===== src/rtl/s27_bist_pkg.sv =====
// -----------------------------------------------------------------------------
// s27_bist_pkg
// Shared types and constants for the s27 BIST controller and its MISR.
//   state_t    : controller FSM states (IDLE, FLUSH, RUN, DONE)
//   LFSR_W     : pattern generator width
//   SIG_W      : signature register width
//   MISR_POLY  : x^16 + x^12 + x^5 + 1 feedback mask
//   LFSR_TAPS  : x^8 + x^6 + x^5 + x^4 + 1 tap mask (bits 7,5,4,3)
//   lfsr_step  : one Fibonacci shift-left step of the pattern LFSR
// -----------------------------------------------------------------------------
package s27_bist_pkg;

    typedef enum logic [1:0] {
        ST_IDLE  = 2'd0,
        ST_FLUSH = 2'd1,
        ST_RUN   = 2'd2,
        ST_DONE  = 2'd3
    } state_t;

    localparam int LFSR_W = 8;
    localparam int SIG_W  = 16;

    localparam logic [SIG_W-1:0]  MISR_POLY = 16'h1021;
    localparam logic [LFSR_W-1:0] LFSR_TAPS = 8'hB8;

    // Shift left; the new LSB is the XOR of the tapped bits. With a nonzero
    // seed this walks all 255 nonzero states before repeating.
    function automatic logic [LFSR_W-1:0] lfsr_step(input logic [LFSR_W-1:0] v);
        return {v[LFSR_W-2:0], ^(v & LFSR_TAPS)};
    endfunction

endpackage


===== src/rtl/s27_misr.sv =====
// -----------------------------------------------------------------------------
// s27_misr
// Serial-input signature register compacting the CUT response stream.
// Ports:
//   clk      : clock, rising edge
//   rst_n    : asynchronous active-low reset, clears the signature
//   clr      : synchronous clear (start of a new test)
//   en       : absorb din on this edge
//   din      : serial response bit
//   sig      : current signature
//   sig_next : value the signature takes if en is high on the next edge;
//              lets the controller grade the final signature on the same
//              edge it is formed
// -----------------------------------------------------------------------------
module s27_misr
    import s27_bist_pkg::*;
(
    input  logic             clk,
    input  logic             rst_n,
    input  logic             clr,
    input  logic             en,
    input  logic             din,
    output logic [SIG_W-1:0] sig,
    output logic [SIG_W-1:0] sig_next
);

    logic fb;

    always_comb begin
        fb       = sig[SIG_W-1] ^ din;
        sig_next = {sig[SIG_W-2:0], 1'b0} ^ (fb ? MISR_POLY : '0);
    end

    // Clear wins over enable so a restart never mixes in a stale bit.
    always_ff @(posedge clk or negedge rst_n) begin
        if (!rst_n) begin
            sig <= '0;
        end else if (clr) begin
            sig <= '0;
        end else if (en) begin
            sig <= sig_next;
        end
    end

endmodule


===== src/rtl/s27_bist_ctrl.sv =====
// -----------------------------------------------------------------------------
// s27_bist_ctrl
// BIST controller for the s27 benchmark circuit. Applies a flush pattern to
// bring the CUT flip-flops to a known state, then NPAT LFSR patterns, while a
// 16-bit MISR compacts G17. The final signature is compared with GOLDEN.
// Parameters:
//   NPAT      : pseudo-random patterns applied (1..255)
//   NFLUSH    : flush cycles before RUN (>= 1)
//   FLUSH_PAT : {G3,G2,G1,G0} held outside RUN
//   SEED      : LFSR load value (nonzero)
//   GOLDEN    : expected final signature
// Ports:
//   CK        : clock, rising edge
//   RN        : asynchronous active-low reset
//   START     : test request
//   CUT_G17   : CUT response
//   PAT       : {G3,G2,G1,G0} to the CUT (decoded from state and LFSR)
//   BUSY      : high in FLUSH and RUN
//   DONE      : high in DONE
//   PASS      : valid while DONE; SIG == GOLDEN
//   SIG       : current MISR contents
//   dbg_state : current FSM state, for checkers and debug
//
// START is a level-sampled request, not a valid/ready handshake: it is looked
// at only on edges where the controller sits in IDLE or DONE, and it is acted
// on in that same edge. While BUSY it is ignored; there is no back-pressure,
// queueing or acknowledge beyond BUSY rising.
// -----------------------------------------------------------------------------
module s27_bist_ctrl
    import s27_bist_pkg::*;
#(
    parameter int                NPAT      = 255,
    parameter int                NFLUSH    = 3,
    parameter logic [3:0]        FLUSH_PAT = 4'h0,
    parameter logic [LFSR_W-1:0] SEED      = 8'h01,
    parameter logic [SIG_W-1:0]  GOLDEN    = 16'h0000
) (
    input  logic             CK,
    input  logic             RN,
    input  logic             START,
    input  logic             CUT_G17,
    output logic [3:0]       PAT,
    output logic             BUSY,
    output logic             DONE,
    output logic             PASS,
    output logic [SIG_W-1:0] SIG,
    output logic [1:0]       dbg_state
);

    // One counter serves both the flush and run phases.
    localparam int CNT_MAX = (NPAT > NFLUSH) ? NPAT : NFLUSH;
    localparam int CNT_W   = $clog2(CNT_MAX + 1);

    localparam logic [CNT_W-1:0] FLUSH_LAST = CNT_W'(NFLUSH - 1);
    localparam logic [CNT_W-1:0] RUN_LAST   = CNT_W'(NPAT - 1);

    if ((NPAT < 1) || (NPAT > 255)) begin : g_bad_npat
        $error("s27_bist_ctrl: NPAT must be in 1..255");
    end
    if (NFLUSH < 1) begin : g_bad_nflush
        $error("s27_bist_ctrl: NFLUSH must be at least 1");
    end
    if (SEED == '0) begin : g_bad_seed
        $error("s27_bist_ctrl: SEED must be nonzero");
    end

    state_t            state;
    logic [LFSR_W-1:0] lfsr;
    logic [CNT_W-1:0]  cnt;
    logic              busy_q;
    logic              done_q;
    logic              pass_q;

    logic              start_ok;
    logic              misr_clr;
    logic              misr_en;
    logic [SIG_W-1:0]  sig_now;
    logic [SIG_W-1:0]  sig_next;

    // A request is only honoured when the controller is at rest.
    always_comb begin
        start_ok = START && ((state == ST_IDLE) || (state == ST_DONE));
        misr_clr = start_ok;
        misr_en  = (state == ST_RUN);
    end

    s27_misr u_misr (
        .clk      (CK),
        .rst_n    (RN),
        .clr      (misr_clr),
        .en       (misr_en),
        .din      (CUT_G17),
        .sig      (sig_now),
        .sig_next (sig_next)
    );

    always_ff @(posedge CK or negedge RN) begin
        if (!RN) begin
            state  <= ST_IDLE;
            lfsr   <= SEED;
            cnt    <= '0;
            busy_q <= 1'b0;
            done_q <= 1'b0;
            pass_q <= 1'b0;
        end else begin
            unique case (state)
                ST_IDLE, ST_DONE: begin
                    if (start_ok) begin
                        state  <= ST_FLUSH;
                        lfsr   <= SEED;
                        cnt    <= '0;
                        busy_q <= 1'b1;
                        done_q <= 1'b0;
                        pass_q <= 1'b0;
                    end
                end

                // LFSR and MISR hold while the CUT flip-flops settle.
                ST_FLUSH: begin
                    if (cnt == FLUSH_LAST) begin
                        state <= ST_RUN;
                        cnt   <= '0;
                    end else begin
                        cnt <= cnt + 1'b1;
                    end
                end

                // The response to the pattern shown this cycle is absorbed
                // on the edge that ends the cycle, as the LFSR moves on.
                ST_RUN: begin
                    lfsr <= lfsr_step(lfsr);
                    if (cnt == RUN_LAST) begin
                        state  <= ST_DONE;
                        cnt    <= '0;
                        busy_q <= 1'b0;
                        done_q <= 1'b1;
                        // Graded on sig_next: the MISR takes this value on
                        // the same edge, so PASS and SIG agree from DONE on.
                        pass_q <= (sig_next == GOLDEN);
                    end else begin
                        cnt <= cnt + 1'b1;
                    end
                end

                default: begin
                    state  <= ST_IDLE;
                    cnt    <= '0;
                    busy_q <= 1'b0;
                    done_q <= 1'b0;
                    pass_q <= 1'b0;
                end
            endcase
        end
    end

    // PAT is a pure decode of registered state: constant within a state
    // except in RUN, where it follows the registered LFSR.
    always_comb begin
        PAT = (state == ST_RUN) ? lfsr[3:0] : FLUSH_PAT;
    end

    assign BUSY      = busy_q;
    assign DONE      = done_q;
    assign PASS      = pass_q;
    assign SIG       = sig_now;
    assign dbg_state = state;

endmodule


===== config.mk =====
export PLATFORM = sky130hd
export DESIGN_NAME = s27_bist_ctrl
export DESIGN_NICKNAME = d
export VERILOG_FILES = /design/src/rtl/s27_bist_pkg.sv /design/src/rtl/s27_misr.sv /design/src/rtl/s27_bist_ctrl.sv
export SDC_FILE = /design/constraint.sdc
export NUM_CORES = 1
export LEC_CHECK = 0
export BUFFER_PORTS_ARGS = -buffer_cell sky130_fd_sc_hd__clkbuf_2
export CAP_MARGIN = 15
export CORE_ASPECT_RATIO = 1.5
export CORE_UTILIZATION = 50
export CTS_CLUSTER_DIAMETER = 30
export DETAILED_ROUTE_END_ITERATION = 12
export PLACE_DENSITY = 0.75
export REMOVE_ABC_BUFFERS = 1
export SETUP_SLACK_MARGIN = 0.1
export SKIP_LAST_GASP = 1
export SLEW_MARGIN = 15
export SYNTH_ARGS = -nofsm -noshare
export SYNTH_HDL_FRONTEND = slang
export SYNTH_SLANG_ARGS = --single-unit

===== constraint.sdc =====
create_clock -name CK -period 1.9 [get_ports CK]
set_input_delay 0.19 -clock CK [delete_from_list [all_inputs] [get_ports CK]]
set_output_delay 0.19 -clock CK [all_outputs]
set_load 0.005 [all_outputs]

# [Word-level counts from Yosys, hierarchy flattened]
# Cells that the tools add are included.
[op_classes] add_sub_neg=1 eq_ne=8 n_mux=22 n_bitwise=2 reduce_logical=11
[ops] operator="$mux W16" count=2
[ops] operator="$mux W8" count=4
[ops] operator="$pmux W8 S3" count=1
[ops] operator="$logic_not A16 Y1" count=1
[ops] operator="$pmux W8 S2" count=1
[ops] operator="$xor A16 B16 Y16" count=1
[ops] operator="$mux W13" count=1
[ops] operator="$add A8 B1 Y8 const B" count=1
[ops] operator="$eq A8 B2 Y1 const B" count=1
[ops] operator="$eq A8 B8 Y1 const B" count=1
[ops] operator="$reduce_xor A8 Y1" count=1
[ops] operator="$mux W2" count=3
[ops] operator="$pmux W1 S2" count=3
[ops] operator="$pmux W2 S3" count=1
[ops] operator="$reduce_and A3 Y1" count=2
[ops] operator="$mux W1" count=5
[ops] operator="$eq A2 B2 Y1 const B" count=2
[ops] operator="$mux W4" count=1
[ops] operator="$ne A2 B2 Y1 const B" count=2
[ops] operator="$reduce_bool A2 Y1" count=2
[ops] operator="$eq A2 B1 Y1 const B" count=1
[ops] operator="$logic_not A2 Y1" count=1
[ops] operator="$ne A2 B1 Y1 const B" count=1
[ops] operator="$reduce_and A2 Y1" count=1
[ops] operator="other kinds (4)" count=4
[totals] reg_bits=37 inputBits=4 output_inout_bits=25 word_cells=51

# [Longest topological paths before layout]
[depth] word_depth=6 ltp_mapped=7

# [Cells and area by module]
# From an unflattened synthesis, not the netlist that was laid out.
[hier_totals] hier_cells=181 hier_area_um2=1953.1
[by_module_without_submodules] module="s27_bist_ctrl" instances=1 cells_each=112 area_per_inst_um2=1142.3 seq_area_each_um2=526.8
[by_module_without_submodules] module="s27_misr" instances=1 cells_each=69 area_per_inst_um2=810.8 seq_area_each_um2=400.4

# [Worst setup path before layout]
# Ideal clock, no wire load.
[synth_path] path_kind="register to register" startpoint="register cnt[5]" endpoint="register cnt[5]" setup_ns=0.130 arrival_time_ns=1.614 setup_slack_ns=0.156 stages_incl_launch_ff=5 path_buffers=0 cell_sequence="dfrtp_1 or4_4 o41a_4 o221ai_1 nand3_1"
[synth_via] elab_chain_len=3 elab_cells_between_ends=6 cone_classes="add/sub (1); eq/ne (2); mux (3)"
[synth_lines] item="from (decl)" line="s27_bist_ctrl.sv:69" source="logic [CNT_W-1:0] cnt;"
[synth_lines] item="from (signal assigned)" line="s27_bist_ctrl.sv:124" source="cnt <= cnt + 1'b1;"
[synth_lines] item="from (signal assigned)" line="s27_bist_ctrl.sv:141" source="cnt <= cnt + 1'b1;"
[synth_lines] item="$add A8 B1 Y8 (tied with other cells)" line="s27_bist_ctrl.sv:124, s27_bist_ctrl.sv:141"
[synth_lines] item="$mux W8 (on tied branches)" line="s27_bist_ctrl.sv:132, s27_bist_ctrl.sv:120"
[synth_lines] item="$pmux W8 S3 *" line="s27_bist_ctrl.sv:106" source="unique case (state)"
# Mark *: on every way between the ends. The rest lies on a longest branch, timed or not.
# A chain may end at the register's enable or synchronous reset.

# [Worst setup path after layout]
# Ends and elaborated chain as after synthesis.

==> results.cfg <==
[worst_setup_path]
rr_startpoint = cnt[5]$_DFFE_PN0P_
worstSetupEndpointType = flop
regToRegEndpoint = cnt[5]$_DFFE_PN0P_
startpoint_type = flop
cp_slowest_stage_delay_ns = 0.55
r2r_cells = 4
r2r_slack_ns = 0.12
worst_ep_required_time_ns = 2.07
path_max_fanout = 6
worstSetupPathType = flop to flop
crit_arrival_ns = 1.96
crit_chain = or4_4, o41a_4, o221ai_1, nand3_1
cp_top_family = simple AND/OR/NAND/NOR gates
path_buf_inv = 0
crit_slowest_cell = or4_4

[synthesis]
synth_area_mm2 = 0.00184
syn_inst = 172
ys_ff_latch = 37
ys_seq_area_share_pct = 50.3
yosys_warnings = 0
synth_ff_type = dfrtp_1
synth_edf_count = 0
async_flop_share_pct = 100
yosysUniqueCellTypes = 41
postSynthAreaPerCell_um2 = 10.7

[cts]
clk_path_buf_depth = 2
clkTransAtPathRegs_ns = 0.07
insertion_delay_ns = 0.30
h-tree-depth = 2
cts_inserted_buffers = 5
clock-root-buffer = clkbuf_8
cts_sinks = 37
cts_tree = yes

[cells_and_area]
nets = 222
antennaDiodeCount = 0
design_area_mm2 = 0.00223
layout_common_cells = dfrtp_1, clkbuf_2, nor2_1
nFillCells = 300
multi_input_area_um2 = 868
syn_to_final_growth_pct = 21.0
final_common_cell = dfrtp_1
regArea_um2 = 927
final_util_pct = 64.7
final_layout_size_suffix_gt1_share_pct = 27.6

[timing]
slew_headroom_pct = 66.3
period_minus_slack_ns = 1.78
slew_violations = 0
max_freq_mhz = 561
fin_crit_sh_pct = 93.8
fin_worst_skew_ns = 0.00970
holdWs_ns = 0.298
finalSetupViolations = 0
rsz0062_at_grt = true
tightest_slew_ns = 0.503
final-hold-violation-count = 0

[detailed_routing]
num_vias = 1445
wl_per_cell_um = 15.6
routed_wl_um = 4000
postRouteAntennaNets = 0
drc = 0
drt_iter0_drc = 13
vias_per_cell = 5.64
drt_pre_antenna_iters = 4

[power]
pwr-share-comb_pct = 42.9
p_sw_share_pct = 38.2
p_switching_mw = 1.22
powerDensity_mw_per_mm2 = 1440
leakagePower_nw = 1.11
seqPwrFrac_pct = 36.0
p_int_mw = 1.98
ir_drop_mv = 0.968
clkPwrFrac_pct = 21.1

[die]
start_util_pct = 53.4
die_width_um = 51.6
ios = 29
dieArea_mm2 = 0.00394
num_rows = 26
core-area_mm2 = 0.00345
die_height_um = 76.4

[grt]
grt_pass1_wl_um = 6600
grt.overflow.total = 0
grt_pass1_vias = 1433
antenna_found_initial = 0
grtUsageTotal_pct = 22.5
grt_max_degree = 23

[outcome]
status = finished, final reports clean

[hold_path]
hold_start = START
min_path_cells = 3
hold_path.class = input port to flop
min_to = dbg_state[1]$_DFFE_PN0P_

[flow_run]
maxCapViolations = 0

[placement]
gp_congestion = 0.893
numPortBuffers = 28
dp_hpwl_um = 2820
place_area_mm2 = 0.00205
## stage by stage
step                      setup WS [ns]  total power, mW  cells  setup TNS, ns
after floorplan                  -0.355             1.99    165          -4.07
after global placement            0.124             2.39    242              0
after detailed placement         0.0777             2.45    242              0
after CTS                         0.112             3.14    253              0
after global routing             0.0735             3.42    256              0
final                             0.117             3.20    256              0
## Yosys cell counts, drive strengths merged, types with 4 or more instances
| cell type | number | area (µm²) |
|---|---|---|
| xnor2 | 5 | 43.8 |
| nand3 | 5 | 25.0 |
| buf | 4 | 26.3 |
| xor2 | 4 | 35.0 |
| dfrtp | 36 | 901 |
| and2 | 4 | 25.0 |
| ha | 5 | 62.6 |
| mux2i | 16 | 160 |
| o21ai | 7 | 35.0 |
| nand2 | 12 | 45.0 |
| nor2 | 21 | 86.3 |
| nor4 | 4 | 25.0 |
| a22o | 7 | 61.3 |
| inv | 8 | 30.0 |
| nor2b | 4 | 25.0 |
## area by class of cell
| type | instances | share of cell area (%) |
|---|---|---|
| flip-flops and latches | 37 | 41.6 |
| inverters | 8 | 1.35 |
| clock buffers | 6 | 3.25 |
| clock inverters | 2 | 1.57 |
| multi-input cells | 120 | 38.9 |
| repair buffers | 41 | 10.9 |
| well taps | 42 | 2.36 |
## repair_timing
item,4_1_cts,5_1_grt
endpoints found under the hold margin,17,0
gates resized for setup,0,7
endpoints found under the setup margin,1,22
buffers inserted,2,3
hold buffers,1,0
pin swaps,0,1
## worst max-delay path by stage
stage               slack (ns)                     start  depth (start not counted)                       end
floorplan                -0.35  dbg_state[0]$_DFFE_PN0P_                          6          PASS$_DFFE_PN0P_
global placement          0.12        cnt[5]$_DFFE_PN0P_                          4        cnt[5]$_DFFE_PN0P_
detailed placement        0.08        cnt[5]$_DFFE_PN0P_                          4        cnt[5]$_DFFE_PN0P_
CTS                       0.11        cnt[0]$_DFFE_PN0P_                          6        cnt[6]$_DFFE_PN0P_
global route              0.07        cnt[7]$_DFFE_PN0P_                          4  dbg_state[1]$_DFFE_PN0P_
finish                    0.12        cnt[5]$_DFFE_PN0P_                          4        cnt[5]$_DFFE_PN0P_
## registers in the layout, summed over array words and instances, names as in the netlist
name and count:
u_misr.sig 16, BUSY 1, PASS 1, dbg_state 2, lfsr 8, DONE 1, cnt 8
## cell families after synthesis
family	share of synthesized area, %
flip-flops	50.3
XOR/XNOR	4.28
adder cells (fa/ha/maj)	3.39
buffers and inverters	3.67
AND/OR/NAND/NOR	16.2
multiplexers	9.30
AO/OA/AOI/OAI	12.9
## metal layers
| metal | global-route usage (%) | share of wire [%] | vias up |
|---|---|---|---|
| li1 | - | - | 683 |
| met1 | 25.7 | 41 | 724 |
| met2 | 37.7 | 54 | 30 |
| met3 | 5.79 | 3.5 | 8 |
| met4 | 11.1 | 2.0 | 0 |
| met5 | 0 | 0 | - |
## power by group through the flow
stage,Clock (mW),Combinational [mW],Sequential [mW]
after floorplan,0,0.853,1.14
after global placement,0,1.24,1.15
after detailed placement,0,1.29,1.16
after CTS,0.689,1.30,1.15
after global routing,0.722,1.51,1.18
final,0.674,1.37,1.15
## worst reg2reg max path: cells and delay by family (launching register included)
kind | cells | cell delay, ns
DFF | 1 | 0.40
and+or+nand+nor | 2 | 0.65
AOI/OAI and AO/OA | 2 | 0.62
No activity file was read; power rests on OpenSTA's default activity.
